--- config.mk ---
export PLATFORM = sky130hd
export DESIGN_NAME = apb_master_fsm
export DESIGN_NICKNAME = d
export VERILOG_FILES = /design/src/rtl/apb_pkg.sv /design/src/rtl/apb_master_fsm.sv
export SDC_FILE = /design/constraint.sdc
export NUM_CORES = 1
export LEC_CHECK = 0
export CAP_MARGIN = 40
export CORE_MARGIN = 5
export CORE_UTILIZATION = 44
export DETAILED_ROUTE_END_ITERATION = 16
export GPL_TIMING_DRIVEN = 1
export PLACE_DENSITY_LB_ADDON = 0.3
export RECOVER_POWER = 50
export SLEW_MARGIN = 10
export SYNTH_ARGS = -nofsm -noshare
export SYNTH_HDL_FRONTEND = slang
export SYNTH_SLANG_ARGS = --single-unit
--- constraint.sdc ---
create_clock -name PCLOCK -period 5.1 [get_ports PCLOCK]
set_input_delay 1.02 -clock PCLOCK [delete_from_list [all_inputs] [get_ports PCLOCK]]
set_output_delay 1.02 -clock PCLOCK [all_outputs]
set_load 0.01 [all_outputs]
--- src/rtl/apb_pkg.sv ---
// Shared types and default widths for the APB master bridge.
package apb_pkg;

  typedef enum logic [1:0] {
    IDLE   = 2'd0,
    SETUP  = 2'd1,
    ACCESS = 2'd2,
    RESP   = 2'd3
  } apb_state_e;

  localparam int APB_ADDR_W = 16;
  localparam int APB_DATA_W = 32;
  localparam int APB_STRB_W = 4;

endpackage

--- src/rtl/apb_master_fsm.sv ---
// Command-to-APB master bridge: one transfer in flight, registered APB and
// response outputs, bounded slave wait states.
module apb_master_fsm
  import apb_pkg::*;
#(
  parameter int ADDR_W         = APB_ADDR_W,
  parameter int DATA_W         = APB_DATA_W,
  parameter int TIMEOUT_CYCLES = 16
) (
  input  logic                PCLOCK,
  input  logic                PRESETn,
  input  logic                cmd_valid,
  output logic                cmd_ready,
  input  logic                cmd_write,
  input  logic [ADDR_W-1:0]   cmd_addr,
  input  logic [DATA_W-1:0]   cmd_wdata,
  input  logic [DATA_W/8-1:0] cmd_strb,
  input  logic                cmd_prot,
  output logic                rsp_valid,
  input  logic                rsp_ready,
  output logic [DATA_W-1:0]   rsp_rdata,
  output logic                rsp_err,
  output logic                rsp_timeout,
  output logic [ADDR_W-1:0]   PADDR,
  output logic                PPROT,
  output logic                PSEL,
  output logic                PENABLE,
  output logic                PWRITE,
  output logic [DATA_W-1:0]   PWDATA,
  output logic [DATA_W/8-1:0] PSTRB,
  input  logic                PREADY,
  input  logic [DATA_W-1:0]   PRDATA,
  input  logic                PSLVERR
);

  localparam int STRB_W = DATA_W / 8;
  localparam int CNT_W  = (TIMEOUT_CYCLES > 0) ? $clog2(TIMEOUT_CYCLES + 1) : 1;
  localparam bit TIMEOUT_EN = (TIMEOUT_CYCLES > 0);
  localparam logic [CNT_W-1:0] CNT_LIMIT =
    CNT_W'((TIMEOUT_CYCLES > 0) ? TIMEOUT_CYCLES - 1 : 0);
  localparam logic [CNT_W-1:0] CNT_MAX = '1;

  apb_state_e         state_reg, state_next;
  logic [CNT_W-1:0]   cnt_reg, cnt_next;

  logic [ADDR_W-1:0]  paddr_next;
  logic               pprot_next, psel_next, penable_next, pwrite_next;
  logic [DATA_W-1:0]  pwdata_next;
  logic [STRB_W-1:0]  pstrb_next;
  logic               rsp_valid_next, rsp_err_next, rsp_timeout_next;
  logic [DATA_W-1:0]  rsp_rdata_next;

  assign cmd_ready = (state_reg == IDLE);

  always_ff @(posedge PCLOCK or negedge PRESETn) begin
    if (!PRESETn) begin
      state_reg   <= IDLE;
      cnt_reg     <= '0;
      PADDR       <= '0;
      PPROT       <= 1'b0;
      PSEL        <= 1'b0;
      PENABLE     <= 1'b0;
      PWRITE      <= 1'b0;
      PWDATA      <= '0;
      PSTRB       <= '0;
      rsp_valid   <= 1'b0;
      rsp_err     <= 1'b0;
      rsp_timeout <= 1'b0;
      rsp_rdata   <= '0;
    end else begin
      state_reg   <= state_next;
      cnt_reg     <= cnt_next;
      PADDR       <= paddr_next;
      PPROT       <= pprot_next;
      PSEL        <= psel_next;
      PENABLE     <= penable_next;
      PWRITE      <= pwrite_next;
      PWDATA      <= pwdata_next;
      PSTRB       <= pstrb_next;
      rsp_valid   <= rsp_valid_next;
      rsp_err     <= rsp_err_next;
      rsp_timeout <= rsp_timeout_next;
      rsp_rdata   <= rsp_rdata_next;
    end
  end

  always_comb begin
    state_next       = state_reg;
    cnt_next         = cnt_reg;
    paddr_next       = PADDR;
    pprot_next       = PPROT;
    psel_next        = PSEL;
    penable_next     = PENABLE;
    pwrite_next      = PWRITE;
    pwdata_next      = PWDATA;
    pstrb_next       = PSTRB;
    rsp_valid_next   = rsp_valid;
    rsp_err_next     = rsp_err;
    rsp_timeout_next = rsp_timeout;
    rsp_rdata_next   = rsp_rdata;

    unique case (state_reg)
      IDLE: begin
        if (cmd_valid) begin
          paddr_next   = cmd_addr;
          pprot_next   = cmd_prot;
          pwrite_next  = cmd_write;
          // Reads drive zero data and strobes onto the bus.
          pwdata_next  = cmd_write ? cmd_wdata : '0;
          pstrb_next   = cmd_write ? cmd_strb  : '0;
          psel_next    = 1'b1;
          penable_next = 1'b0;
          state_next   = SETUP;
        end
      end
      SETUP: begin
        penable_next = 1'b1;
        cnt_next     = '0;
        state_next   = ACCESS;
      end
      ACCESS: begin
        if (PREADY) begin
          rsp_err_next     = PSLVERR;
          rsp_rdata_next   = PWRITE ? '0 : PRDATA;
          rsp_timeout_next = 1'b0;
          rsp_valid_next   = 1'b1;
          psel_next        = 1'b0;
          penable_next     = 1'b0;
          state_next       = RESP;
        end else if (TIMEOUT_EN && (cnt_reg == CNT_LIMIT)) begin
          rsp_err_next     = 1'b1;
          rsp_timeout_next = 1'b1;
          rsp_rdata_next   = '0;
          rsp_valid_next   = 1'b1;
          psel_next        = 1'b0;
          penable_next     = 1'b0;
          state_next       = RESP;
        end else if (cnt_reg != CNT_MAX) begin
          // Saturate so an unbounded wait never wraps the counter.
          cnt_next = cnt_reg + 1'b1;
        end
      end
      RESP: begin
        if (rsp_ready) begin
          rsp_valid_next = 1'b0;
          state_next     = IDLE;
        end
      end
      default: state_next = IDLE;
    endcase
  end

endmodule

==> results of run 1 <==
## cells in the final DEF, fill, tap and decap left out, types with 2 or more instances in the layout
cell type,Yosys,final
sky130_fd_sc_hd__clkbuf_1,15,2
sky130_fd_sc_hd__inv_1,4,4
sky130_fd_sc_hd__nand3_1,4,4
sky130_fd_sc_hd__buf_4,0,3
sky130_fd_sc_hd__clkbuf_8,0,10
sky130_fd_sc_hd__dlygate4sd3_1,0,9
sky130_fd_sc_hd__nor3_1,2,2
sky130_fd_sc_hd__ha_1,7,7
sky130_fd_sc_hd__nor2b_1,3,3
sky130_fd_sc_hd__a22o_1,32,32
sky130_fd_sc_hd__mux2_2,20,20
sky130_fd_sc_hd__dfrtp_1,98,98
sky130_fd_sc_hd__nor2_1,2,2
sky130_fd_sc_hd__o21ai_0,42,43
sky130_fd_sc_hd__buf_8,0,2
sky130_fd_sc_hd__a21oi_1,3,3
sky130_fd_sc_hd__clkinvlp_4,0,3
sky130_fd_sc_hd__nand2_1,78,78
sky130_fd_sc_hd__nor3b_1,2,2
sky130_fd_sc_hd__clkdlybuf4s50_1,0,173
## where the power goes
group	total (mW)	switching [mW]	internal [mW]
Sequential	1.33	0.200	1.13
Clock	0.498	0.260	0.238
Combinational	1.52	0.629	0.894
Total	3.35	1.09	2.26
## per-layer routing
| layer | part of all wire | wire [um] | up-vias |
|---|---|---|---|
| met5 | 0 | 0 | - |
| met4 | 0.012 | 125 | 0 |
| met3 | 0.10 | 1070 | 13 |
| met2 | 0.45 | 4570 | 141 |
| met1 | 0.44 | 4450 | 1480 |
| li1 | - | - | 1492 |
## through the flow
step	utilization	hold slack [ns]	cells
finish	0.690	0.481	620
global route	0.690	0.507	620
CTS	0.692	0.490	620
detailed placement	0.669	0.471	605
global placement	0.666	0.461	603
floorplan	-	0.477	332
## logic make-up (layout without fill, tap and decap cells)
group | Yosys count | in the layout | share of synthesized area
AO/OA/AOI/OAI | 84 | 84 | 0.147
XOR/XNOR | 1 | 1 | 0.00227
adder cells (fa/ha/maj) | 7 | 7 | 0.0227
buffers and inverters | 27 | 207 | 0.0321
flip-flops | 98 | 98 | 0.635
multiplexers | 20 | 20 | 0.0583
AND/OR/NAND/NOR | 95 | 95 | 0.103
## worst min-delay path, delay by kind of cell (launching register included)
family | cells | cell delay [ns]
compound gates | 1 | 0.06
flops | 1 | 0.35
simple gates | 1 | 0.04
## layout make-up
class | count | area share
Inverter | 4 | 0.00252
Clock inverter | 4 | 0.00882
Timing Repair Buffer | 188 | 0.315
Tap cell | 108 | 0.0227
Sequential cell | 98 | 0.412
Clock buffer | 11 | 0.0237
Multi-Input combinational cell | 207 | 0.215
## worst paths after layout
path / from / end / cells past startpoint
min reg2reg: PWDATA[30] / PWDATA[30] / 2
max in group asynchronous: PRESETn / PSTRB[1] / 2
max reg2reg: cnt_reg[0] / rsp_rdata[7] / 6
min: PWDATA[30] / PWDATA[30] / 2
min in group asynchronous: PRESETn / rsp_rdata[17] / 1
max: cmd_valid / PADDR[14] / 4
==> impl_summary.txt, run 1 <==
----------------------------------------------------
[Run status]
  Status ... finished with violations
  Failing checks ... capacitance limit, slew limit

[GRT]
  Met3 Track Usage GR ... 0.0833
  Number of global-route vias before repair ... 3,349
  Pin count of the biggest net entering global routing ... between 60 and 70
  Met1 global-route usage ... 0.248
  Most crowded layer after global routing ... met2
  Met2 Usage GRT ... 0.295
  Gr ovfl total ... 0
  GR Util All Layers ... 0.192
  First-pass GRT wire length ... 17.1 mm
  Initial antenna violation count ... 0

[Logic synthesis]
  Number of distinct standard cells referenced by the synthesized netlist ... 27
  Synthesis warning total ... 0
  Cell type with the highest aggregate area in the netlist ... sky130_fd_sc_hd__dfrtp_1
  Number of enable flip-flop cells after synthesis ... 0
  Synth top area share ... 0.635
  Syn Inst Count ... 332
  Mean area per synthesized cell ... 11.6 sq um
  Async set-reset flop share out of synthesis ... 1.00
  Most common flop cell mapped by yosys ... sky130_fd_sc_hd__dfrtp_1
  Synth top area cells ... sky130_fd_sc_hd__dfrtp_1, sky130_fd_sc_hd__nand2_1, sky130_fd_sc_hd__a22o_1
  Net Count, Synth ... 431
  Most frequent cell after synthesis ... sky130_fd_sc_hd__dfrtp_1
  Post-synthesis sequential area ratio ... 0.635
  Most frequent cells after synthesis ... sky130_fd_sc_hd__dfrtp_1, sky130_fd_sc_hd__nand2_1, sky130_fd_sc_hd__o21ai_0
  Synthesized cell area ... 3860 sq um
  Synth Register Bits ... 98

[Critical path]
  Arrival time of data at the critical path endpoint ... between 3 and 4 ns
  Slowest CP cell ... sky130_fd_sc_hd__nand2_1
  Worst path bufs/invs ... 2
  Worst-case register-to-register setup slack ... around 2.4 ns
  Crit-path leading delay family ... buffers and inverters
  Worst-path cell chain ... dlygate4sd3_1 > nand2_1 > buf_4 > mux2_2
  Kind of critical path ... in2reg
  Critical path required time ... approximately 5.3 ns
  Worst Setup Start Kind ... primary input
  Endpoint type of the worst setup path ... flip-flop
  Maximum fanout along the worst path ... 57
  Slowest cell delay on critical path ... 0.80 ns

[Clock network]
  Resized Gates After CTS ... 0
  Clock Tree Root ... sky130_fd_sc_hd__clkbuf_8
  Number of clock sinks ... 98
  Total of hold buffers inserted after clock tree synthesis ... 0
  Clock tree from TritonCTS ... built
  Skew-Pair Late Insertion Delay ... 0.35 ns
  Postcts setup bufs ... 0
  Clk slew on worst S/H paths ... around 0.08 ns
  Maximum clock path buffer count ... 2
  Level count of the clock H-tree ... 3
  CTS Buf Count ... 9

[Power]
  Peak supply drop ... ~310 uV
  Total power draw ... 3.35 mW
  Static power due to leakage ... ~2.6 nW
  Pwr/cell area ... 562 nW/um^2

[STA]
  Final Max Tran Viols ... 37
  Portion of the clock cycle consumed by the worst path in the final layout ... 0.612
  Worst-case headroom to the max-slew limit ... -0.249
  Unrepaired setup endpoints after global routing ... no
  Maximum frequency from static timing analysis ... between 300 and 400 MHz
  Min cycle time layout ... 3.12 ns
  Total of endpoints with negative setup slack in the final report ... 0
  Skew final ... 0.0157 ns
  Number of hold-slack violations in the final timing report ... 0
  Worst slew pin tran ... 1.87 ns
  Min setup slack post-route ... approximately 2.0 ns
  Total negative setup slack ... 0 ns

[Hold path]
  Worst min-delay path class ... reg2reg

[Cells and area]
  Fill cell count ... roughly 670
  Share of post-route cells with drive strength above 1 ... 0.0801
  Area taken by flip-flops and latches ... 2450 sq um
  Number of diodes added for antenna fixing ... 0
  Post-layout nets ... 607
  Final Cell Area ... 5960 sq um
  Synthesis-to-finish area growth ... 54.2%
  Biggest regs ... PWDATA: 32 flops, rsp_rdata: 32 flops, PADDR: 16 flops
  Multi-input gate area ... 1280 sq um

[Placed design]
  Setup slack at placement ... 2.06 ns
  Last weighted congestion value of the routability-driven placer ... 0.768
  Post-DP Area ... 5780 sq um
  DPL Wire Length ... 7.67 mm
  Count of buffers inserted at the top-level ports ... 183

[Floorplanning]
  Core area ... between 8000 and 9000 sq um
  FP Rows ... 34
  I/O pin total ... approximately 180
  Starting density of the core ... 0.447
  Die area ... 10,800 sq um
  Horiz. Die Dim ... 104 um
  Vertical die dimension ... about 100 um

[Routing]
  Final wirelength ... 10.2 mm
  Drc violations ... 0
  TritonRoute pass-1 iters ... 4
  DRT iter0 DRCs ... 66
  Vias per cell ... 5.04
  Via count ... around 3,100
  Avg WL per Cell ... 16.5 um
  ANT nets after route ... 0

[Flow run]
  Count of maximum capacitance violations ... 1

----------------------------------------------------
Note: power is estimated with default switching activity, not from simulation.
==> inputs of run 2 (changes only) <==
--- a/config.mk
+++ b/config.mk
@@ -7,7 +7,7 @@
 export LEC_CHECK = 0
 export CAP_MARGIN = 40
 export CORE_MARGIN = 5
-export CORE_UTILIZATION = 44
+export CORE_UTILIZATION = 41
 export DETAILED_ROUTE_END_ITERATION = 16
 export GPL_TIMING_DRIVEN = 1
 export PLACE_DENSITY_LB_ADDON = 0.3
==> constraint.sdc (replaced) <==
create_clock -name PCLOCK -period 2.9 [get_ports PCLOCK]
set_input_delay 0.58 -clock PCLOCK [delete_from_list [all_inputs] [get_ports PCLOCK]]
set_output_delay 0.58 -clock PCLOCK [all_outputs]
set_load 0.01 [all_outputs]
==> impl_summary.txt, run 2 (synthesized netlist as in run 1, its figures left out) <==
----------------------------------------------------
[STA]
  Min cycle time layout ... 2.25 ns
  Total of endpoints with negative setup slack in the final report ... 0 (unchanged)
  Final Max Tran Viols ... 40 (+8.1%)
  Hold slack ... 0.482 ns (+0.000598 ns)
  Total negative setup slack ... 0 ns (unchanged)
  Worst slew pin tran ... 2.19 ns (+0.315 ns)
  Number of hold-slack violations in the final timing report ... 0 (unchanged)
  Worst-case headroom to the max-slew limit ... -0.459 (-0.210)
  Maximum frequency from static timing analysis ... 444 MHz
  Skew final ... 0.00705 ns (-0.00862 ns)
  Unrepaired setup endpoints after global routing ... no
  Portion of the clock cycle consumed by the worst path in the final layout ... 0.777

[Cells and area]
  Number of diodes added for antenna fixing ... 0 (unchanged)
  Post-layout nets ... 608 (+0.16%)
  Commonest non-fill, non-tap cell in the layout ... sky130_fd_sc_hd__clkdlybuf4s50_1
  End-of-flow core utilization ... 0.653 (-0.0369)
  Share of post-route cells with drive strength above 1 ... 0.0897 (+0.00959)
  Synthesis-to-finish area growth ... 55.4%
  Final Cell Area ... 6010 sq um (+0.80%)
  Number of cells in the finished layout apart from fillers ... 624 (+0.65%)
  Biggest regs ... PWDATA: 32 flops, rsp_rdata: 32 flops, PADDR: 16 flops
  Commonest non-fill, non-tap cells in the layout ... sky130_fd_sc_hd__clkdlybuf4s50_1, sky130_fd_sc_hd__dfrtp_1, sky130_fd_sc_hd__nand2_1

[Power]
  Switching power share of the total ... 0.327 (+0.00187)
  Sequential power share ... 0.394 (-0.002)
  Internal power consumption ... 3.96 mW (+76%)
  Peak supply drop ... 491 uV (+61%)
  Static power due to leakage ... 2.70 nW (+3.4%)
  Net load switching power ... 1.93 mW (+77%)
  Share of power burned in combinational logic ... 0.447 (-0.008)
  Part of the total power dissipated in the clock network ... 0.159 (+0.010)
  Pwr/cell area ... 981 nW/um^2 (+75%)

[Critical path]
  Crit path launch ... state_reg[0]
  Worst-case register-to-register setup slack ... 0.79 ns (-1.60 ns)
  Slowest cell delay on critical path ... 0.57 ns (-0.23 ns)
  Worst path bufs/invs ... 2 (unchanged)
  Endpoint type of the worst setup path ... output port
  Endpoint of the worst register-to-register path ... cnt_reg[3]
  R2r worst-path depth ... 6 (unchanged)
  Worst Setup Start Kind ... flip-flop
  Crit-path leading delay family ... buffers and inverters
  Kind of critical path ... reg2out
  Maximum fanout along the worst path ... 5 (-91%)
  Arrival time of data at the critical path endpoint ... 1.67 ns (-1.69 ns)
  Critical path required time ... 2.32 ns (-3.02 ns)
  Worst r2r src ... cnt_reg[0]
  Slowest CP cell ... sky130_fd_sc_hd__clkdlybuf4s50_1
  Worst-path cell chain ... inv_1 > ha_1 > clkdlybuf4s50_1

[GRT]
  First-pass GRT wire length ... 16.8 mm (-1.7%)
  Number of global-route vias before repair ... 3,314 (-1.0%)
  GR Util All Layers ... 0.184 (-0.00764)
  Pin count of the biggest net entering global routing ... 49 (-23%)
  Initial antenna violation count ... 0 (unchanged)
  Gr ovfl total ... 0 (unchanged)

[Clock network]
  Clock Tree Root ... sky130_fd_sc_hd__clkbuf_8
  Clock tree from TritonCTS ... built
  Number of clock sinks ... 98 (unchanged)
  Total of hold buffers inserted after clock tree synthesis ... 0 (unchanged)
  Level count of the clock H-tree ... 3 (unchanged)
  Clk slew on worst S/H paths ... 0.09 ns (about the same)
  Resized Gates After CTS ... 0 (unchanged)
  Skew-Pair Late Insertion Delay ... 0.35 ns (about the same)
  CTS Buf Count ... 9 (unchanged)
  Maximum clock path buffer count ... 2 (unchanged)
  Postcts setup bufs ... 0 (unchanged)

[Routing]
  Drc violations ... 0 (unchanged)
  ANT nets after route ... 0 (unchanged)
  DRT iter0 DRCs ... 82 (+24%)
  Vias per cell ... 5.01 (-0.58%)
  TritonRoute pass-1 iters ... 4 (unchanged)
  Final wirelength ... 10.3 mm (+0.55%)
  Via count ... 3,128 (+0.064%)
  Avg WL per Cell ... 16.5 um (about the same)

[Floorplanning]
  Starting density of the core ... 0.420 (-0.0273)
  I/O pin total ... 184 (unchanged)
  Horiz. Die Dim ... 107 um (+3.2%)
  FP Rows ... 35 (+2.9%)
  Vertical die dimension ... 107 um (+3.2%)
  Die area ... 11,500 sq um (+6.6%)
  Core area ... 9200 sq um (+6.5%)

[Placed design]
  Post-DP Area ... 5800 sq um (+0.37%)
  Last weighted congestion value of the routability-driven placer ... 0.744 (-3.0%)
  Count of buffers inserted at the top-level ports ... 183 (unchanged)
  Number of placed cells counting well taps ... 609 (+0.66%)
  DPL Wire Length ... 7.62 mm (-0.54%)

[Flow run]
  Count of maximum capacitance violations ... 1 (unchanged)

[Run status]
  Failing checks ... capacitance limit, slew limit
  Status ... finished with violations

[Hold path]
  Worst Hold Endpoint ... PWDATA[20]
  Hold Crit Start ... PWDATA[20]
  Worst min-delay path class ... reg2reg
  Number of cells traversed by the worst hold path ... 2 (unchanged)

----------------------------------------------------
[run 2: changes by cell type in the layout (fill, tap and decap cells not counted), moves of 2 or more]
cell | previous run | this run
sky130_fd_sc_hd__clkdlybuf4s50_1 | 173 | 142
sky130_fd_sc_hd__dlygate4sd3_1 | 9 | 40
sky130_fd_sc_hd__buf_12 | 0 | 2
sky130_fd_sc_hd__buf_8 | 2 | 0
[run 2: power groups by stage]
stage / registers (mW) / logic [mW] / clock network (mW)
after CTS: 2.34 / 2.77 / 0.967
after floorplan: 2.59 / 0.891 / 0
final: 2.32 / 2.63 / 0.939
after global routing: 2.41 / 2.87 / 1.02
after detailed placement: 2.36 / 2.76 / 0
after global placement: 2.33 / 2.69 / 0
[run 2: metrics by stage]
stage | setup slack (ns) | power, mW
finish | 0.648 | 5.89
global route | 0.324 | 6.31
CTS | 0.620 | 6.08
detailed placement | 0.550 | 5.12
global placement | 0.654 | 5.02
floorplan | 0.831 | 3.49
[run 2: worst max-delay path by stage]
| stage | endpoint | cells past startpoint |
|---|---|---|
| finish | cmd_ready | 3 |
| global route | PWDATA[24] | 1 |
| CTS | cmd_ready | 3 |
| detailed placement | PWDATA[10] | 4 |
| global placement | PWDATA[22] | 5 |
| floorplan | cnt_reg[3] | 8 |
[run 2: final cells by class]
type	instances	area, sq um
Fill cell	738	3190
Clock inverter	5	80.1
Multi-Input combinational cell	207	1300
Clock buffer	10	128
Timing Repair Buffer	189	1900
Tap cell	111	139
Sequential cell	98	2450
Inverter	4	15.0
[run 2: worst reg2reg max path: stages (launching register included)]
cell and delay [ns]:
sky130_fd_sc_hd__dfrtp_1 0.42, sky130_fd_sc_hd__ha_1 0.22, sky130_fd_sc_hd__and3_1 0.21, sky130_fd_sc_hd__ha_1 0.28, sky130_fd_sc_hd__or4b_4 0.58, sky130_fd_sc_hd__o211ai_2 0.21, sky130_fd_sc_hd__o31ai_2 0.08
[run 2: per-layer routing]
metal / vias to the layer above / global-route usage / part of all wire
met5: - / 0 / 0
met4: 0 / 0.0521 / 0.012
met3: 12 / 0.0710 / 0.10
met2: 140 / 0.293 / 0.46
met1: 1488 / 0.235 / 0.42
li1: 1488 / - / -
==> edit 1: new RTL, config.mk and constraints of run 2 <==
Change the package constant `APB_ADDR_W` from 16 to 17.
--- a/src/rtl/apb_pkg.sv
+++ b/src/rtl/apb_pkg.sv
@@ -8,7 +8,7 @@
     RESP   = 2'd3
   } apb_state_e;
 
-  localparam int APB_ADDR_W = 16;
+  localparam int APB_ADDR_W = 17;
   localparam int APB_DATA_W = 32;
   localparam int APB_STRB_W = 4;
 
Ports: changed (resized PADDR and cmd_addr); port bits go from 184 to 186. The function was not compared with the original's and may differ.
==> edit 1 against run 2 <==
- setup slack improved by 0.0055 ns
- die area grew 0.85%
- worst hold slack got worse by 0.075 ns
- sequential cell count is 1 higher
- critical path depth stayed put
- largest power group unchanged
- critical path type unchanged
- final area grew 1.4%
- area after synthesis rose by 0.94%
- routed wire length fell by 0.54%
- global-route usage is 0.65 points lower
- power is 3.0% higher
==> edit 1: results <==
group,metric,value,unit
min_path,hold_class,"in -> async",
timing,maxSlewHeadroom,0.253,
power,swShare,0.323,
layout,fillers,746,
logic_synthesis,synth_cell_types,27,
routing,wl_per_cell,15.8,um
outcome,status,"complete, no violations",
power,vdd_drop_max,0.000463,V
logic_synthesis,synth_area_leaders,"dfrtp_1 (64%), nand2_1 (7.5%), a22o_1 (7.2%)",
logic_synthesis,yosysWarnings,0,
timing,fin_skew,0.0130,ns
cts,cts.htree.levels,3,
global_route,grt_pass1_vias,3198,
logic_synthesis,synth_flop_cell,"dfrtp_1",
placed_design,place_congestion,0.744,
cts,clk_pin_slew_worst_paths,0.10,ns
power,p_leak,2.67,nW
setup_path,r2r-end,"cnt_reg[3]$_DFFE_PN0P_",
layout,reg.largest.list,"PWDATA (32), rsp_rdata (32), PADDR (17)",
power,power,6.07,mW
layout,antenna_cells,0,
power,combinationalPower,2.74,mW
placed_design,place_hpwl,7.50,mm
layout,drive_gt1_frac,0.0928,
power,clk-power,0.986,mW
global_route,grt_pass1_wl,16.3,mm
routing,viasPerCell,4.80,
routing,first_iter_violations,86,
logic_synthesis,postSynthCellCount,334,
global_route,track_usage,0.178,
timing,min_period,2.25,ns
setup_path,endpoint,"cmd_ready",
timing,holdWs,0.407,ns
global_route,grt_max_degree,92,
placed_design,place_area,5870,um2
layout,nets,612,
layout,finalNonFillerCells,646,
logic_synthesis,seq_area_frac_synth,0.635,
placed_design,io_buffer_count,185,
global_route,antenna_found_initial,0,
placed_design,placed_cells,630,
logic_synthesis,synth_nets,434,
setup_path,crit_family,"buffers and inverters",
placed_design,pre_cts_ws,0.679,ns
logic_synthesis,synthTopCellsByCount,"dfrtp_1 (99), nand2_1 (78), o21ai_0 (43)",
setup_path,rrSetupSlack,0.82,ns
edit 1: changes by cell type after synthesis, sizes merged:
cell | before | now
mux2 | 20 | 21
dfrtp | 98 | 99
edit 1: metal layers:
metal | track usage | routed length, um | vias up
met5 | 0 | 0 | -
li1 | - | - | 1501
met2 | 0.267 | 4570 | 138
met3 | 0.0780 | 1140 | 16
met1 | 0.228 | 4280 | 1444
met4 | 0.0649 | 223 | 0
edit 1: layout make-up:
class,instances,area (um2),area share
Clock buffer,9,124,0.0203
Clock inverter,7,98.8,0.0162
Inverter,4,15.0,0.00247
Multi-Input combinational cell,208,1310,0.214
Sequential cell,99,2480,0.407
Tap cell,129,161,0.0265
Timing Repair Buffer,190,1910,0.313
edit 1: kinds of logic after synthesis:
group / Yosys count / share of synthesized area
compound gates: 84 / 0.145
xor+xnor: 1 / 0.00225
fa+ha+maj: 7 / 0.0225
buf+inv: 27 / 0.0318
flops: 99 / 0.635
mux: 21 / 0.0606
simple gates: 95 / 0.102
==> edit 2: new RTL, config.mk and constraints of run 2 <==
Without the edit above. Put one more register stage on the output `rsp_err`, cleared by the reset. The value now appears one clock later. The other outputs are not delayed to match.
--- a/src/rtl/apb_master_fsm.sv
+++ b/src/rtl/apb_master_fsm.sv
@@ -40,6 +40,8 @@
     CNT_W'((TIMEOUT_CYCLES > 0) ? TIMEOUT_CYCLES - 1 : 0);
   localparam logic [CNT_W-1:0] CNT_MAX = '1;
 
+  logic rsp_err_s0;
+
   apb_state_e         state_reg, state_next;
   logic [CNT_W-1:0]   cnt_reg, cnt_next;
 
@@ -64,7 +66,7 @@
       PWDATA      <= '0;
       PSTRB       <= '0;
       rsp_valid   <= 1'b0;
-      rsp_err     <= 1'b0;
+      rsp_err_s0  <= 1'b0;
       rsp_timeout <= 1'b0;
       rsp_rdata   <= '0;
     end else begin
@@ -78,7 +80,7 @@
       PWDATA      <= pwdata_next;
       PSTRB       <= pstrb_next;
       rsp_valid   <= rsp_valid_next;
-      rsp_err     <= rsp_err_next;
+      rsp_err_s0  <= rsp_err_next;
       rsp_timeout <= rsp_timeout_next;
       rsp_rdata   <= rsp_rdata_next;
     end
@@ -95,7 +97,7 @@
     pwdata_next      = PWDATA;
     pstrb_next       = PSTRB;
     rsp_valid_next   = rsp_valid;
-    rsp_err_next     = rsp_err;
+    rsp_err_next     = rsp_err_s0;
     rsp_timeout_next = rsp_timeout;
     rsp_rdata_next   = rsp_rdata;
 
@@ -150,5 +152,13 @@
     endcase
   end
 
+  always_ff @(posedge PCLOCK or negedge PRESETn) begin
+    if (!PRESETn) begin
+      rsp_err <= '0;
+    end else begin
+      rsp_err <= rsp_err_s0;
+    end
+  end
+
 endmodule
 
Formal check against the unedited RTL: not equivalent (a bounded check fails within 4 cycles, from zero or initial values and one cycle with PRESETn low).
==> edit 2 against run 2 <==
- sequential cell count grew 1
- power is 1.1% higher
- clock skew up 0.0041 ns
- synthesized cell count grew 12%
- routed wire length rose by 7.6%
- setup slack lost 0.027 ns
- via count up 5.8%
- first-iteration DRC count up 62%
- count of clock-buffer cells in the layout did not move
- final area rose by 0.15%
- largest power group unchanged
- area after synthesis is 1.0% higher
==> edit 2: results <==
group,metric,value,unit
placed_design,placed_cells,666,
outcome,status,"complete, no violations",
cts,cts-root-buf,"clkbuf_8",
logic_synthesis,seq_area_frac_synth,0.635,
timing,worst_slew_pin_slew,1.30,ns
power,clk-power,0.798,mW
setup_path,r2r_start,"state_reg[0]$_DFFE_PN0P_",
placed_design,place_area,5850,um2
setup_path,critPathArrivalTime,1.70,ns
routing,wl,11.0,mm
power,p_leak,2.82,nW
logic_synthesis,synth_nets,471,
logic_synthesis,synth_edf_count,0,
logic_synthesis,synthTopCellsByCount,"nand2_1 (132), dfrtp_1 (99), nand3_1 (40)",
global_route,grt_pass1_vias,3387,
power,power_frac_comb,0.469,
logic_synthesis,async_flop_share,1.00,
setup_path,r2r-end,"PWDATA[26]$_DFFE_PN0P_",
global_route,track_usage,0.195,
placed_design,place_hpwl,7.90,mm
logic_synthesis,yosysWarnings,0,
placed_design,pre_cts_ws,0.645,ns
routing,dr.pass1.iters,4,
layout,drive_gt1_frac,0.0579,
timing,finalCritPeriodShare,0.786,
layout,fillers,753,
routing,wl_per_cell,16.2,um
layout,nets,647,
placed_design,place_congestion,0.748,
global_route,grt_max_degree,56,
min_path,hp-start,"rsp_err_s0$_DFFE_PN0P_",
power,internal_power,3.88,mW
power,vdd_drop_max,0.000417,V
setup_path,critical-path-max-stage-delay,0.57,ns
min_path,whs_path_depth,0,
global_route,grt_pass1_wl,17.7,mm
timing,fin_skew,0.0111,ns
placed_design,io_buffer_count,183,
setup_path,rrSetupSlack,0.76,ns
routing,dr_total_vias,3309,
logic_synthesis,synth_cell_types,29,
power,clkPwrFrac,0.134,
setup_path,r2r_cells,6,
logic_synthesis,synth.avg_cell_area,10.5,um2
timing,holdWs,0.388,ns
min_path,min_to,"rsp_err$_DFF_PN0_",
logic_synthesis,synth_area_leaders,"dfrtp_1 (63%), nand2_1 (13%), a22o_1 (7.2%)",
routing,first_iter_violations,133,
==> edit 2: per-layer routing <==
metal | track usage | routed length, um
met5 | 0 | 0
met4 | 0.0415 | 112
met3 | 0.101 | 1270
met2 | 0.303 | 5140
met1 | 0.245 | 4520
==> edit 2: worst max path at each step <==
stage	cells past startpoint	endpoint	start	slack, ns
global route	3	cmd_ready	state_reg[1]$_DFFE_PN0P_	0.51
CTS	3	cmd_ready	state_reg[0]$_DFFE_PN0P_	0.59
floorplan	8	cnt_reg[3]$_DFFE_PN0P_	cnt_reg[0]$_DFFE_PN0P_	0.83
global placement	4	cnt_reg[3]$_DFFE_PN0P_	PREADY	0.71
finish	3	cmd_ready	state_reg[0]$_DFFE_PN0P_	0.62
detailed placement	4	cnt_reg[3]$_DFFE_PN0P_	PREADY	0.65
==> edit 2: cell type report <==
| class | instances | area, um2 | area share |
|---|---|---|---|
| flip-flops and latches | 99 | 2480 | 0.412 |
| repair buffers | 190 | 1890 | 0.314 |
| multi-input cells | 244 | 1300 | 0.217 |
| well taps | 129 | 161 | 0.0268 |
| clock buffers | 10 | 128 | 0.0212 |
| clock inverters | 6 | 41.3 | 0.00686 |
| inverters | 4 | 15.0 | 0.00250 |
==> edit 2: kinds of logic (layout without fill, tap and decap cells) <==
kind of cell,Yosys count,in the layout,synth area share
AND/OR/NAND/NOR,187,187,0.203
flip-flops,99,99,0.635
AO/OA/AOI/OAI,47,47,0.0978
buffers and inverters,29,210,0.0340
adder cells (fa/ha/maj),7,7,0.0224
multiplexers,2,2,0.00577
XOR/XNOR,1,1,0.00224
==> edit 2: worst max-delay path, delay by kind of cell, from the launching register on <==
kind / cells / cell delay [ns]
adders and majority gates: 1 / 0.25
buffers and inverters: 2 / 0.67
DFF: 1 / 0.43
